==> src/rtl/sys_cmd_master.sv <==
// Host-side initiator for the system command protocol: serialises one request into a
// command byte frame over a UART TX byte interface and collects the response from UART RX.
module sys_cmd_master #(
  parameter int TIMEOUT_CYC = 4096,
  parameter int TO_W        = 13
) (
  input  logic        Clk,
  input  logic        Rst,
  input  logic        req_valid,
  output logic        req_ready,
  input  logic [1:0]  req_cmd,
  input  logic [3:0]  req_addr,
  input  logic [7:0]  req_wdata,
  input  logic [7:0]  req_op_a,
  input  logic [7:0]  req_op_b,
  input  logic [3:0]  req_fun,
  output logic [7:0]  tx_data,
  output logic        tx_valid,
  input  logic        tx_busy,
  input  logic [7:0]  rx_data,
  input  logic        rx_valid,
  output logic        rsp_valid,
  output logic [15:0] rsp_data,
  output logic        rsp_timeout
);

  localparam logic [1:0] CMD_RF_WR   = 2'b00;
  localparam logic [1:0] CMD_RF_RD   = 2'b01;
  localparam logic [1:0] CMD_ALU_OP  = 2'b10;
  localparam logic [1:0] CMD_ALU_NOP = 2'b11;

  localparam logic [TO_W-1:0] TERM_CNT = TO_W'(TIMEOUT_CYC - 1);

  typedef enum logic [2:0] {
    S_IDLE    = 3'd0,
    S_SEND    = 3'd1,
    S_GAP     = 3'd2,
    S_WAIT_LO = 3'd3,
    S_WAIT_HI = 3'd4,
    S_DONE    = 3'd5
  } state_e;

  // Byte at position idx of the frame for the given command.
  function automatic logic [7:0] frame_byte(
    input logic [1:0] cmd,
    input logic [2:0] idx,
    input logic [3:0] addr,
    input logic [7:0] wdata,
    input logic [7:0] op_a,
    input logic [7:0] op_b,
    input logic [3:0] fun
  );
    logic [7:0] b;
    b = 8'h00;
    case (cmd)
      CMD_RF_WR: begin
        case (idx)
          3'd0:    b = 8'hAA;
          3'd1:    b = {4'h0, addr};
          default: b = wdata;
        endcase
      end
      CMD_RF_RD: begin
        case (idx)
          3'd0:    b = 8'hBB;
          default: b = {4'h0, addr};
        endcase
      end
      CMD_ALU_OP: begin
        case (idx)
          3'd0:    b = 8'hCC;
          3'd1:    b = op_a;
          3'd2:    b = op_b;
          default: b = {4'h0, fun};
        endcase
      end
      default: begin
        case (idx)
          3'd0:    b = 8'hDD;
          default: b = {4'h0, fun};
        endcase
      end
    endcase
    return b;
  endfunction

  function automatic logic [2:0] frame_len(input logic [1:0] cmd);
    logic [2:0] n;
    case (cmd)
      CMD_RF_WR:  n = 3'd3;
      CMD_RF_RD:  n = 3'd2;
      CMD_ALU_OP: n = 3'd4;
      default:    n = 3'd2;
    endcase
    return n;
  endfunction

  function automatic logic [1:0] rsp_len(input logic [1:0] cmd);
    logic [1:0] n;
    case (cmd)
      CMD_RF_WR: n = 2'd0;
      CMD_RF_RD: n = 2'd1;
      default:   n = 2'd2;
    endcase
    return n;
  endfunction

  state_e          state_q,       state_d;
  logic [2:0]      idx_q,         idx_d;
  logic [1:0]      cmd_q,         cmd_d;
  logic [3:0]      addr_q,        addr_d;
  logic [7:0]      wdata_q,       wdata_d;
  logic [7:0]      op_a_q,        op_a_d;
  logic [7:0]      op_b_q,        op_b_d;
  logic [3:0]      fun_q,         fun_d;
  logic [TO_W-1:0] cnt_q,         cnt_d;
  logic [7:0]      lo_q,          lo_d;
  logic [7:0]      hi_q,          hi_d;
  logic [7:0]      tx_data_q,     tx_data_d;
  logic            tx_valid_q,    tx_valid_d;
  logic            req_ready_q,   req_ready_d;
  logic            rsp_valid_q,   rsp_valid_d;
  logic [15:0]     rsp_data_q,    rsp_data_d;
  logic            rsp_timeout_q, rsp_timeout_d;

  // Next-state and registered-output computation for the command FSM.
  always_comb begin
    state_d       = state_q;
    idx_d         = idx_q;
    cmd_d         = cmd_q;
    addr_d        = addr_q;
    wdata_d       = wdata_q;
    op_a_d        = op_a_q;
    op_b_d        = op_b_q;
    fun_d         = fun_q;
    cnt_d         = cnt_q;
    lo_d          = lo_q;
    hi_d          = hi_q;
    tx_data_d     = tx_data_q;
    tx_valid_d    = tx_valid_q;
    rsp_data_d    = rsp_data_q;
    rsp_valid_d   = 1'b0;
    rsp_timeout_d = 1'b0;

    case (state_q)
      S_IDLE: begin
        if (req_valid && req_ready_q) begin
          cmd_d      = req_cmd;
          addr_d     = req_addr;
          wdata_d    = req_wdata;
          op_a_d     = req_op_a;
          op_b_d     = req_op_b;
          fun_d      = req_fun;
          lo_d       = 8'h00;
          hi_d       = 8'h00;
          idx_d      = 3'd0;
          tx_valid_d = 1'b1;
          tx_data_d  = frame_byte(req_cmd, 3'd0, req_addr, req_wdata, req_op_a, req_op_b, req_fun);
          state_d    = S_SEND;
        end else begin
          tx_valid_d = 1'b0;
          tx_data_d  = 8'h00;
        end
      end

      S_SEND: begin
        if (tx_valid_q && !tx_busy) begin
          tx_valid_d = 1'b0;
          tx_data_d  = 8'h00;
          idx_d      = idx_q + 3'd1;
          state_d    = S_GAP;
        end else begin
          state_d = S_SEND;
        end
      end

      // One idle cycle after each byte so the UART can raise busy before the next one.
      S_GAP: begin
        if (idx_q == frame_len(cmd_q)) begin
          cnt_d = '0;
          if (rsp_len(cmd_q) == 2'd0) begin
            state_d = S_DONE;
          end else begin
            state_d = S_WAIT_LO;
          end
        end else begin
          tx_valid_d = 1'b1;
          tx_data_d  = frame_byte(cmd_q, idx_q, addr_q, wdata_q, op_a_q, op_b_q, fun_q);
          state_d    = S_SEND;
        end
      end

      // A byte arriving on the terminal-count cycle takes priority over the timeout.
      S_WAIT_LO: begin
        if (rx_valid) begin
          lo_d  = rx_data;
          cnt_d = '0;
          if (rsp_len(cmd_q) == 2'd1) begin
            state_d = S_DONE;
          end else begin
            state_d = S_WAIT_HI;
          end
        end else if (cnt_q == TERM_CNT) begin
          rsp_timeout_d = 1'b1;
          state_d       = S_IDLE;
        end else begin
          cnt_d = cnt_q + TO_W'(1);
        end
      end

      S_WAIT_HI: begin
        if (rx_valid) begin
          hi_d    = rx_data;
          cnt_d   = '0;
          state_d = S_DONE;
        end else if (cnt_q == TERM_CNT) begin
          rsp_timeout_d = 1'b1;
          state_d       = S_IDLE;
        end else begin
          cnt_d = cnt_q + TO_W'(1);
        end
      end

      S_DONE: begin
        rsp_valid_d = 1'b1;
        case (cmd_q)
          CMD_RF_WR: rsp_data_d = 16'h0000;
          CMD_RF_RD: rsp_data_d = {8'h00, lo_q};
          default:   rsp_data_d = {hi_q, lo_q};
        endcase
        state_d = S_IDLE;
      end

      default: begin
        tx_valid_d = 1'b0;
        tx_data_d  = 8'h00;
        state_d    = S_IDLE;
      end
    endcase

    req_ready_d = (state_d == S_IDLE);
  end

  // State and output registers with synchronous active-low reset.
  always_ff @(posedge Clk) begin
    if (!Rst) begin
      state_q       <= S_IDLE;
      idx_q         <= 3'd0;
      cmd_q         <= 2'b00;
      addr_q        <= 4'h0;
      wdata_q       <= 8'h00;
      op_a_q        <= 8'h00;
      op_b_q        <= 8'h00;
      fun_q         <= 4'h0;
      cnt_q         <= '0;
      lo_q          <= 8'h00;
      hi_q          <= 8'h00;
      tx_data_q     <= 8'h00;
      tx_valid_q    <= 1'b0;
      req_ready_q   <= 1'b1;
      rsp_valid_q   <= 1'b0;
      rsp_data_q    <= 16'h0000;
      rsp_timeout_q <= 1'b0;
    end else begin
      state_q       <= state_d;
      idx_q         <= idx_d;
      cmd_q         <= cmd_d;
      addr_q        <= addr_d;
      wdata_q       <= wdata_d;
      op_a_q        <= op_a_d;
      op_b_q        <= op_b_d;
      fun_q         <= fun_d;
      cnt_q         <= cnt_d;
      lo_q          <= lo_d;
      hi_q          <= hi_d;
      tx_data_q     <= tx_data_d;
      tx_valid_q    <= tx_valid_d;
      req_ready_q   <= req_ready_d;
      rsp_valid_q   <= rsp_valid_d;
      rsp_data_q    <= rsp_data_d;
      rsp_timeout_q <= rsp_timeout_d;
    end
  end

  assign req_ready   = req_ready_q;
  assign tx_data     = tx_data_q;
  assign tx_valid    = tx_valid_q;
  assign rsp_valid   = rsp_valid_q;
  assign rsp_data    = rsp_data_q;
  assign rsp_timeout = rsp_timeout_q;

endmodule

==> config.mk <==
export PLATFORM = sky130hd
export DESIGN_NAME = sys_cmd_master
export DESIGN_NICKNAME = d
export VERILOG_FILES = /design/src/rtl/sys_cmd_master.sv
export SDC_FILE = /design/constraint.sdc
export NUM_CORES = 1
export LEC_CHECK = 0
export CORE_AREA = 2 2 97 99
export DETAILED_ROUTE_END_ITERATION = 16
export DIE_AREA = 0 0 99 101
export PLACE_DENSITY = 0.82
export SLEW_MARGIN = 20
export SYNTH_ARGS = -nofsm -noshare
export SYNTH_HDL_FRONTEND = slang
export SYNTH_SLANG_ARGS = --single-unit
==> constraint.sdc <==
create_clock -name Clk -period 6.15 [get_ports Clk]
set_input_delay 0.615 -clock Clk [delete_from_list [all_inputs] [get_ports Clk]]
set_output_delay 0.615 -clock Clk [all_outputs]
set_load 0.05 [all_outputs]
==> results.md, run 1 <==
Timing:
- The routed design could run at a clock period as short as 2.81 ns.
- The share of the cycle needed by the critical path after routing is between 40% and 50%.
- The max-slew violation count is 0.
- The maximum operating frequency is ~360 MHz.
- Setup repair after global routing left no endpoint under its margin.
- The worst pin sits at a relative slew slack of 29.0%.
- For the pin with the worst max-slew slack, the measured transition is 1.06 ns.
- The final count of hold timing violations is 0.
- The number of failing setup endpoints in the final timing report is 0.
- The sum of negative setup slack is 0 ns.
- For the final database, setup skew stands at 0.0138 ns.

Synthesis:
- The largest family of logic cells by synthesized area is compound AO/OA/AOI/OAI gates.
- By area the synthesized netlist is led by dfxtp_1 44%, nand2_1 7.7%, a21oi_1 6.8%, a22o_1 4.8%, nand3_1 2.4%.
- The most common cell in the synthesized netlist is dfxtp_1.
- Of the total synthesized cell area, the portion taken by full adders, half adders and majority gates is 1.42%.
- The area of the mapped netlist is 0.00440 mm^2.
- The count of warnings emitted by yosys is 0.
- After synthesis, the share of cell area in mux cells is 0.256%.
- The number of standard cells after synthesis is 528.
- Summing the areas of all xor and xnor instances in the mapped netlist gives less than 1% of the synthesized area.
- The dominant synthesized flop cell is dfxtp_1.
- The net count after synthesis is 580.
- dfxtp_1 takes more of the synthesized area than any other cell.
- Dividing the synthesized area by the synthesized cell count gives approximately 8.3 um^2.
- The synthesized netlist devotes about 23% of its cell area to simple gates.
- The fraction of registers with async set/reset is 0%.
- The fraction of synthesized cell area taken by the top area cell type is around 44%.
- The area fraction in compound gates after synthesis is 26.6%.
- The number of synthesized register bits is 97.
- The number of flops mapped to enable cells by yosys is 0.
- Of the synthesized area, sequential elements account for 44.1%.
- The number of different library cells in the post-synthesis netlist is 65.
- By count the netlist is led by 97 x dfxtp_1, 90 x nand2_1, 60 x a21oi_1.

GRT:
- The total global routing overflow is 0.
- The aggregate global-route resource usage is 21.7%.
- The first global-routing pass estimated between 15 and 20 mm of wire.
- The pin count of the biggest net entering global routing is between 60 and 70.
- The number of antenna violations at the first check in global routing is 0.
- The number of global-route vias before repair is 3704.

Pwr:
- The part of the total power dissipated in the clock network is between 30% and 40%.
- The share of total power dissipated in combinational logic is 16.4%.
- The static power due to leakage is 1.86 nW.
- The fraction of power spent switching nets is 29.9%.
- The internal portion of the total power is about 0.00094 W.
- IR analysis of the VDD net gives a maximum drop of 0.132 mV.
- For this design the total switching power over the nets is 0.000401 W.
- The areal power density over the cells is 251 mW/mm^2.
- The proportion of power drawn by flip-flops and latches is between 50% and 60%.

Routing:
- In this run, the number of DRC markers left after iteration 0 of detailed routing was 355.
- For this block, the routed nets add up to 10.9 mm of wire.
- For this run, design rule violations remaining after detail routing come to 0.
- The detail route stage leaves a number of antenna-violating nets equal to 0.
- The per-cell via count in the routed design is 6.02.
- The average routed wire per standard cell is 15.8 um.
- The total number of vias is 4169.
- The count of TritonRoute iterations in the first routing pass is 5.

Placement:
- The placed instance area is 0.00513 mm^2.
- The count of buffers from port buffering is 74.
- The global placer's final weighted congestion is around 0.87.
- Detailed placement ended at an HPWL of 7.69 mm.

Clocking:
- The clock tree from TritonCTS is built.
- The clock root buffer is clkbuf_8.
- The clock drives between 90 and 100 sinks.
- In this run, CTS created clock tree buffers numbering 9.
- The clock latency on the worst-skew pair is 0.37 ns.
- The post-CTS setup buffer count is 0.
- The H-tree was split into 3 levels.
- After clock tree synthesis, the clock-pin slew on the worst setup and hold paths is roughly 0.1 ns.
- In this run the deepest clock path goes through 2 buffers.
- The post-cts gate resize count is 0.
- The hold-fix buffer count after cts is 0.

Die:
- The die width is a little under 100 um.
- The initial cell density of the core is between 40% and 50%.
- The die covers about 0.01 mm^2.
- The overall die height is 101 um.
- During I/O placement, the number of pins put on the boundary was 75.
- The core region is 0.00898 mm^2.
- The floorplan has 35 rows.

Critical path:
- STA classifies the critical path startpoint as a flop.
- The critical path data arrival time is between 3 and 4 ns.
- The type of destination of the critical path is a flop.
- Data on the critical path is required at its endpoint by 6.45 ns.
- The critical path goes through and3b_1, o21bai_1, o21ai_1, or4_1, a21oi_1.
- The classification of the worst setup path is reg2reg.
- The longest individual stage delay on the worst path is 0.78 ns.
- Along the worst path, the maximum fanout reaches 15.
- Among all stages on the critical path, the largest delay is contributed by o21bai_1.

Hold path:
- The path class of the lowest-slack min-delay path is reg2reg.

Cells and area:
- Once layout is done, the placed cells without fillers occupy 0.00536 mm^2.
- In the final design database the tool counted 629 nets.
- Of the cells placed in the final design, the portion with a size suffix greater than 1 is 5.33%.
- The number of antenna diodes in the final layout is 0.
- From synthesis to final layout, the design area changed by 21.6%.
- The count of fill cells added during filler insertion is 785.

Run status:
- The run finished with clean final reports.

Run:
- The tool flagged a number of max-cap violations equal to 0.
[worst max-delay path: cells and delay by family (launching register included)]
family	cells	cell delay (ns)
DFF	1	0.64
AOI/OAI and AO/OA	3	1.23
and+or+nand+nor	2	0.88
[path summary, 6_finish.rpt]
check | start | end | slack, ns | depth (start not counted)
max reg2reg | state_q[2] | cnt_q[11] | 3.34 | 5
min reg2reg | cnt_q[12] | cnt_q[12] | 0.44 | 2
min | cnt_q[12] | cnt_q[12] | 0.44 | 2
max | state_q[2] | cnt_q[11] | 3.34 | 5
[sequential cells by signal, summed over array words and instances, names as in the netlist]
signal / flops
wdata_q: 8
lo_q: 8
tx_data: 8
tx_valid: 1
state_q: 3
cnt_q: 13
addr_q: 4
cmd_q: 2
req_ready: 1
fun_q: 4
rsp_data: 16
op_b_q: 8
rsp_timeout: 1
idx_q: 3
hi_q: 8
rsp_valid: 1
op_a_q: 8
[cell usage in the layout, fill, tap and decap left out, types with 3 or more instances in the layout]
cell and count:
a32oi_1 3, nand3_1 21, nor2b_1 11, and3_1 4, clkbuf_8 9, o21a_1 3
o31ai_1 4, a221oi_1 3, or4_1 6, a211oi_1 4, inv_1 6, a31oi_1 8
ha_1 5, nand3b_1 5, clkdlybuf4s50_1 74, a22o_1 24, a211o_1 3, nand4_1 4
nand2b_1 12, o211ai_1 4, a21oi_1 59, a21o_1 3, nor3_1 9, dfxtp_1 97
nor2_1 26, o21ai_0 20, nand2_1 90, a22oi_1 11
[cells by family after synthesis]
group / count (synthesis)
xor+xnor: 2
simple gates: 204
mux: 1
compound gates: 173
flops: 97
fa+ha+maj: 5
buf+inv: 46
[metal layers]
layer	track usage [%]	part of all wire, %	vias up
li1	-	-	2020
met1	29.1	44	1939
met2	34.4	46	188
met3	3.61	7.4	22
met4	9.59	2.3	0
met5	0	0	-
[power by group through the flow]
stage / Clock [W] / Sequential (W) / Combinational, W
4_1_cts: 0.000442 / 0.000684 / 0.000218
6_report: 0.000437 / 0.000686 / 0.000220
2_1_floorplan: 0 / 0.000706 / 0.000131
3_5_place_dp: 0 / 0.000698 / 0.000217
5_1_grt: 0.000469 / 0.000689 / 0.000240
3_3_place_gp: 0 / 0.000697 / 0.000212
[stage by stage]
step	hold WS, ns	setup WS, ns	cells	total power (W)	utilization, %
floorplan	0.412	4.13	528	0.000838	-
global placement	0.427	3.12	677	0.000909	57.2
detailed placement	0.426	2.97	677	0.000915	57.2
CTS	0.440	3.35	693	0.00134	59.5
global route	0.469	3.15	693	0.00140	59.7
finish	0.443	3.34	693	0.00134	59.7
[area by class of cell]
class	count	area [um^2]	share of cell area [%]
Multi-Input combinational cell	385	2280	42.6
Sequential cell	97	1940	36.3
Timing Repair Buffer	76	756	14.1
Tap cell	111	139	2.59
Clock buffer	9	124	2.31
Clock inverter	7	85.1	1.59
Inverter	8	30.0	0.561
No activity file was read; power rests on OpenSTA's default activity.
==> inputs of run 2 (changes only) <==
==> constraint.sdc (replaced) <==
create_clock -name Clk -period 2.7 [get_ports Clk]
set_input_delay 0.27 -clock Clk [delete_from_list [all_inputs] [get_ports Clk]]
set_output_delay 0.27 -clock Clk [all_outputs]
set_load 0.05 [all_outputs]
==> results.md, run 2 (synthesis results as in run 1) <==
Placement:
- The count of buffers added on input and output ports is 74.
- The detailed placer's ending HPWL is approximately 8 mm.
- The global placer's final weighted congestion is 0.897.
- Once placement completed, the tool counted placed cells totaling 686.

Timing:
- Setup violations remaining at the end of the flow were counted as 0.
- The headroom to the max-slew limit is 53.3%.
- At the pin with the least slew margin, the transition time is 0.701 ns.
- The sum of negative setup slack is 0 ns.
- In the finished design, the share of the clock period the worst path needs comes to approximately 89%.
- The final count of hold timing violations is 0.
- The worst hold slack is 0.442 ns.
- The clock period could shrink to about 2.4 ns.
- The max-slew violation count came to 0.
- On the final layout, the worst clock skew is 0.00989 ns.
- Static timing analysis puts the maximum clock frequency at just over 400 MHz.
- Setup repair after global routing left no endpoint under its margin.

Pwr:
- The worst-case IR drop observed on VDD is 0.322 mV.
- Sequential cells account for 52.2% of the total power.
- The combinational group share of total power is 17.5%.
- The static power due to leakage is 1.89 nW.
- The internal power is slightly above 0.002 W.
- The areal power density over the cells is between 500 and 600 mW/mm^2.
- The clock network is responsible for between 30% and 40% of the overall power.
- The overall power of the completed layout is 0.00298 W.
- The switching component of the power is 0.000918 W.
- Net switching is a little under a third of the power.

Clocking:
- At the later pin of the worst-skew pair, clock insertion delay measures about 0.36 ns.
- The number of H-tree branching levels is 3.
- Counting along the longest clock path gives a buffer depth of 2.
- The clock-pin slew reported for the worst setup and hold paths after clock tree synthesis is 0.10 ns.
- The clock tree from TritonCTS is built.
- Once the clock tree was built, the resizer swapped 0 gates to a different size.
- Clock tree synthesis found a total of between 90 and 100 sinks.
- Counting the buffers created by CTS gives 9.
- The number of setup buffers added after CTS is 0.
- The hold-fix buffer count after cts is 0.
- The cell sitting at the root of the clock tree is a clkbuf_8.

Critical path:
- STA puts the critical path data arrival time at 2.68 ns.
- STA classifies the critical path endpoint as a flop.
- STA classifies the critical path startpoint as a flop.
- The family with the most delay on the worst path is compound AO/OA/AOI/OAI gates.
- The signal on the critical path passes through ha_1, a22o_1, nor4b_1, o41ai_1, o311ai_0, a221oi_1.
- The highest fanout seen on the critical path is 15.
- For the worst setup path, the data required time is 2.97 ns.
- The longest individual stage delay on the worst path is 0.53 ns.
- The count of buffer and inverter cells on the critical path is 0.
- The classification of the worst setup path is reg2reg.
- The slowest cell on the critical path is ha_1.

GRT:
- The number of global-route vias before repair is 3750.
- For this run, the total global-route usage over all layers was measured as 22.5%.
- The number of antenna violations at the first check in global routing came to 0.
- The wire length of the first global-routing pass is about 18 mm.
- The pin count of the biggest net entering global routing is 61.
- The total overflow left after global routing is 0.

Cells and area:
- The library cell used most frequently in the layout, excluding fill and tap cells, is dfxtp_1.
- The area of combinational cells with multiple inputs is 0.00227 mm^2.
- The number of flip-flops under the largest register name is 16.
- The area growth from synthesis to layout is 22.4%.
- Measured on the finished design, the core utilization comes to 60.0%.
- The non-filler instance count after layout is roughly 700.
- The number of antenna cells inserted is 0.
- In the final layout, flip-flops and latches occupy 0.00194 mm^2.
- The count of fill cells added during filler insertion is 792.
- The fraction of layout instances using a drive strength above 1 is 6.77%.
- The top cell types in the final layout, fill and taps aside, are 97 x dfxtp_1, 90 x nand2_1, 74 x clkdlybuf4s50_1, 59 x a21oi_1, 26 x nor2_1.
- The final layout contains about 640 nets.

Die:
- The number of rows in the core area is 35.
- The area enclosed by the die boundary is ~0.01 mm^2.
- The initial cell density of the core is between 40% and 50%.
- In this run the horizontal extent of the chip is between 90 and 100 um.
- The die is 101 um tall.
- In this run the standard cell core region covers ~0.009 mm^2.
- The number of top-level pins is 75.

Run status:
- The flow ran to the end, and the final reports show no timing, DRC or antenna violations.

Routing:
- The count of nets left with antenna violations once routing finished came out at 0.
- After the first detailed-routing iteration, the DRC count stood at 313.
- The average routed wire per standard cell is 15.9 um.
- In the routed design, unresolved DRC markers number 0.
- Summed over all layers, the routed wires come to 11.2 mm.
- Dividing the detail-routed via count by the number of cells gives 5.84.
- For this block, the via count after detailed routing is 4102.
- The first TritonRoute pass finished after 4 iterations.

Hold path:
- The path class of the lowest-slack min-delay path is in2reg.

Run:
- The max-cap check violation count is 0.
## run 2: cell types whose count changed in the layout (fill, tap and decap cells not counted), sizes merged
cell | previous run | this run
bufinv | 1 | 0
clkinvlp | 2 | 1
buf | 2 | 11
clkinv | 0 | 2
## run 2: through the flow
step	setup WS, ns	area, um^2
5_1_grt	0.0537	5390
3_3_place_gp	0.499	5200
6_report	0.286	5390
2_1_floorplan	0.681	4400
4_1_cts	0.332	5380
3_5_place_dp	0.368	5200
## run 2: cell type report
cell class,count,area share [%]
Multi-Input combinational cell,385,42.1
Sequential cell,97,36.0
Timing Repair Buffer,85,15.3
Tap cell,111,2.58
Clock buffer,9,2.30
Clock inverter,7,1.14
Inverter,8,0.557
## run 2: power by group through the flow
| stage | Clock (W) | Combinational, W | Sequential (W) |
|---|---|---|---|
| final | 0.000902 | 0.000523 | 0.00155 |
| after global routing | 0.000989 | 0.000577 | 0.00156 |
| after CTS | 0.000921 | 0.000517 | 0.00155 |
| after detailed placement | 0 | 0.000516 | 0.00159 |
| after global placement | 0 | 0.000506 | 0.00158 |
| after floorplan | 0 | 0.000299 | 0.00161 |
## run 2: per-layer routing
| layer | track usage (%) | share of wire [%] |
|---|---|---|
| met3 | 4.16 | 6.0 |
| met2 | 37.0 | 46 |
| met5 | 0 | 0 |
| met4 | 6.43 | 1.4 |
| met1 | 30.4 | 46 |
## run 2: worst reg2reg max path, cell delays in order, from the launching register on
cell and delay [ns]:
dfxtp_1 0.48, ha_1 0.53, a22o_1 0.23, nor4b_1 0.06, o41ai_1 0.45, o311ai_0 0.27, a221oi_1 0.31
## run 2: worst paths after layout
check / startpoint / endpoint / slack [ns] / cells past startpoint
setup reg to reg: idx_q[0] / tx_data[3] / 0.29 / 6
setup / recovery: idx_q[0] / tx_data[3] / 0.29 / 6
hold / removal: req_wdata[5] / wdata_q[5] / 0.44 / 3
hold reg to reg: cnt_q[12] / cnt_q[12] / 0.45 / 2
==> inputs of run 3 (changes only) <==
--- a/config.mk
+++ b/config.mk
@@ -5,10 +5,12 @@
 export SDC_FILE = /design/constraint.sdc
 export NUM_CORES = 1
 export LEC_CHECK = 0
-export CORE_AREA = 2 2 97 99
+export CELL_PAD_IN_SITES_DETAIL_PLACEMENT = 1
+export CELL_PAD_IN_SITES_GLOBAL_PLACEMENT = 2
+export CORE_AREA = 2 2 123 125
 export DETAILED_ROUTE_END_ITERATION = 16
-export DIE_AREA = 0 0 99 101
-export PLACE_DENSITY = 0.82
+export DIE_AREA = 0 0 125 127
+export PLACE_DENSITY = 0.84
 export SLEW_MARGIN = 20
 export SYNTH_ARGS = -nofsm -noshare
 export SYNTH_HDL_FRONTEND = slang
==> results.md, run 3 (synthesis results as in run 1) <==
Pwr:
- In this run the static leakage power is 1.97 nW.
- IR analysis of the VDD net gives a maximum drop of 0.275 mV.
- After layout, the design draws a total of 0.00349 W.
- The areal power density over the cells is 618 mW/mm^2.

Hold path:
- The path class of the lowest-slack min-delay path is reg2reg.
- In this run the most critical hold path is launched from cnt_q[12].
- The cell depth of the worst min-delay path is 2.
- The path with the worst hold slack has its endpoint at cnt_q[12].

Critical path:
- The worst setup path is captured at a flop.
- By startpoint and endpoint, the worst setup path is classified as reg2reg.
- The slack of the worst reg-to-reg path is 0.32 ns.
- The slowest cell on the critical path is ha_1.
- The worst setup path is launched from a flop.
- For the worst setup path, the data required time is 2.90 ns.
- The critical path data arrival time is 2.58 ns.
- The critical path goes through ha_1, nor2b_1, nor2_1, mux2_2, o311ai_0, a221oi_1.
- The worst register-to-register path ends at tx_data[3].
- The start of the worst register-to-register path is idx_q[0].
- The worst reg-to-reg path cell count is 6.
- The longest individual stage delay on the worst path is 0.53 ns.
- The highest fanout seen on the critical path is 15.

Timing:
- The final critical path takes up 88.1% of the cycle.
- The headroom to the max-slew limit is 56.8%.
- Setup violations remaining at the end of the flow were counted as 0.
- Setup repair after global routing left no endpoint under its margin.
- The maximum operating frequency is 421 MHz.
- The sum of negative setup slack is 0 ns.
- The final count of hold timing violations came to 0.
- The minimum period implied by the final worst setup slack is 2.38 ns.
- The max-slew violation count is 0.
- The clock arrives with 0.0117 ns of skew.
- For the pin with the worst max-slew slack, the measured transition is 0.647 ns.

Die:
- Once the floorplan was initialized, standard cells occupied between 30 and 40% of the core.
- The area enclosed by the die boundary is about 0.016 mm^2.
- The die width is 125 um.
- After floorplanning, the core was divided into 44 placement rows.
- The floorplan step set the die height to 127 um.
- between 70 and 80 I/O pins were placed.
- The placeable core region is 0.0144 mm^2.

Placement:
- The count of buffers from port buffering is 74.
- The count of placed standard cells including taps is about 760.
- The global placer's final weighted congestion is between 0.9 and 1.
- Once detailed placement completed, the half-perimeter wirelength came to about 10 mm.

Clocking:
- The post-CTS setup buffer count is 0.
- The clock root buffer is clkbuf_16.
- The clock tree from TritonCTS is built.
- TritonCTS created 9 clock buffers.
- The number of clock sinks is 97.
- The clock latency on the worst-skew pair is 0.35 ns.
- Gates resized during post-CTS repair numbered 0.
- The clock-pin slew reported for the worst setup and hold paths after clock tree synthesis is 0.06 ns.
- The number of H-tree branching levels is 3.
- The clock passes through at most 2 buffers.
- The hold-fix buffer count after cts is 0.

Cells and area:
- Cells with a size suffix above 1 make up 6.89% of the layout.
- The library cell used most frequently in the layout, excluding fill and tap cells, is dfxtp_1.
- In the final layout, the multi-input gates occupy 0.00226 mm^2.
- For this run, the number of standard cells in the final layout without fillers is 779.
- The synthesis-to-layout area growth is 28.4%.
- After filler insertion, the fill cell instance count of the layout stands at 1694.
- The register with the most flip-flops in the layout has 16 of them.
- The top cell types in the final layout, fill and taps aside, are 97 x dfxtp_1, 90 x nand2_1, 74 x clkdlybuf4s50_1, 60 x a21oi_1, 26 x nor2_1.
- The storage element area is ~0.0019 mm^2.
- The number of antenna cells inserted is 0.
- The final layout net count is 642.

GRT:
- The pin count of the biggest net entering global routing is 45.
- The first global-routing pass estimated about 23 mm of wire.
- The number of global-route vias before repair came to 4367.
- For this run, the total global-route usage over all layers was measured as between 15 and 20%.
- Global routing finished with a remaining overflow of 0.
- The number of antenna violations at the first check in global routing is 0.

Routing:
- The DRC violation total after the first TritonRoute iteration is between 200 and 300.
- The detail route stage leaves a number of antenna-violating nets equal to 0.
- The detailed router placed 4173 vias in this run.
- The post-detailed-routing wire length is 13.5 mm.
- For this run, design rule violations remaining after detail routing come to 0.
- The pre-antenna-repair detailed-routing pass consisted of 5 iterations.
- After detailed routing, the average wire length per cell comes to 17.4 um.
- Using the TritonRoute via totals, the vias-per-cell ratio works out to 5.36.

Run:
- The tool flagged a number of max-cap violations equal to 0.

Run status:
- The run finished with clean final reports.
## run 3: stage by stage
step	worst slack, ns	hold WS [ns]	instance area, um^2	utilization (%)
detailed placement	0.354	0.439	5330	37.0
finish	0.322	0.446	5650	39.2
global route	0.0699	0.471	5650	39.2
global placement	0.476	0.431	5330	37.0
floorplan	0.681	0.406	4400	-
CTS	0.328	0.447	5650	39.2
## run 3: cell type report
type	count	area share (%)
Clock buffer	11	4.12
Clock inverter	5	1.53
Inverter	8	0.531
Multi-Input combinational cell	385	40.1
Sequential cell	97	34.4
Tap cell	184	4.07
Timing Repair Buffer	89	15.3
## run 3: worst max-delay path: cells and delay by family (launching register included)
kind                     cells  cell delay (ns)
flip-flops                   1             0.48
AO/OA/AOI/OAI                2             0.58
adder cells (fa/ha/maj)      1             0.53
AND/OR/NAND/NOR              2             0.33
multiplexers                 1             0.30
## run 3: worst max-delay path by stage
stage                      end      from  slack [ns]
finish              tx_data[3]  idx_q[0]        0.32
global route        tx_data[3]  idx_q[0]        0.07
CTS                 tx_data[3]  idx_q[0]        0.33
detailed placement  tx_data[3]  idx_q[0]        0.35
global placement    tx_data[3]  idx_q[0]        0.48
floorplan           tx_data[1]  idx_q[0]        0.68
## run 3: layer usage
| layer | vias up | global-route usage [%] | part of all wire [%] |
|---|---|---|---|
| li1 | 2041 | - | - |
| met1 | 2010 | 22.1 | 46 |
| met2 | 99 | 29.7 | 48 |
| met3 | 23 | 4.40 | 4.4 |
| met4 | 0 | 4.58 | 1.6 |
| met5 | - | 0 | 0 |
## run 3: power by group
group	internal [W]	switching, W	total [W]
combinational	0.000219	0.000321	0.000540
sequential	0.00149	0.0000712	0.00157
clock	0.000821	0.000565	0.00139
total	0.00253	0.000957	0.00349
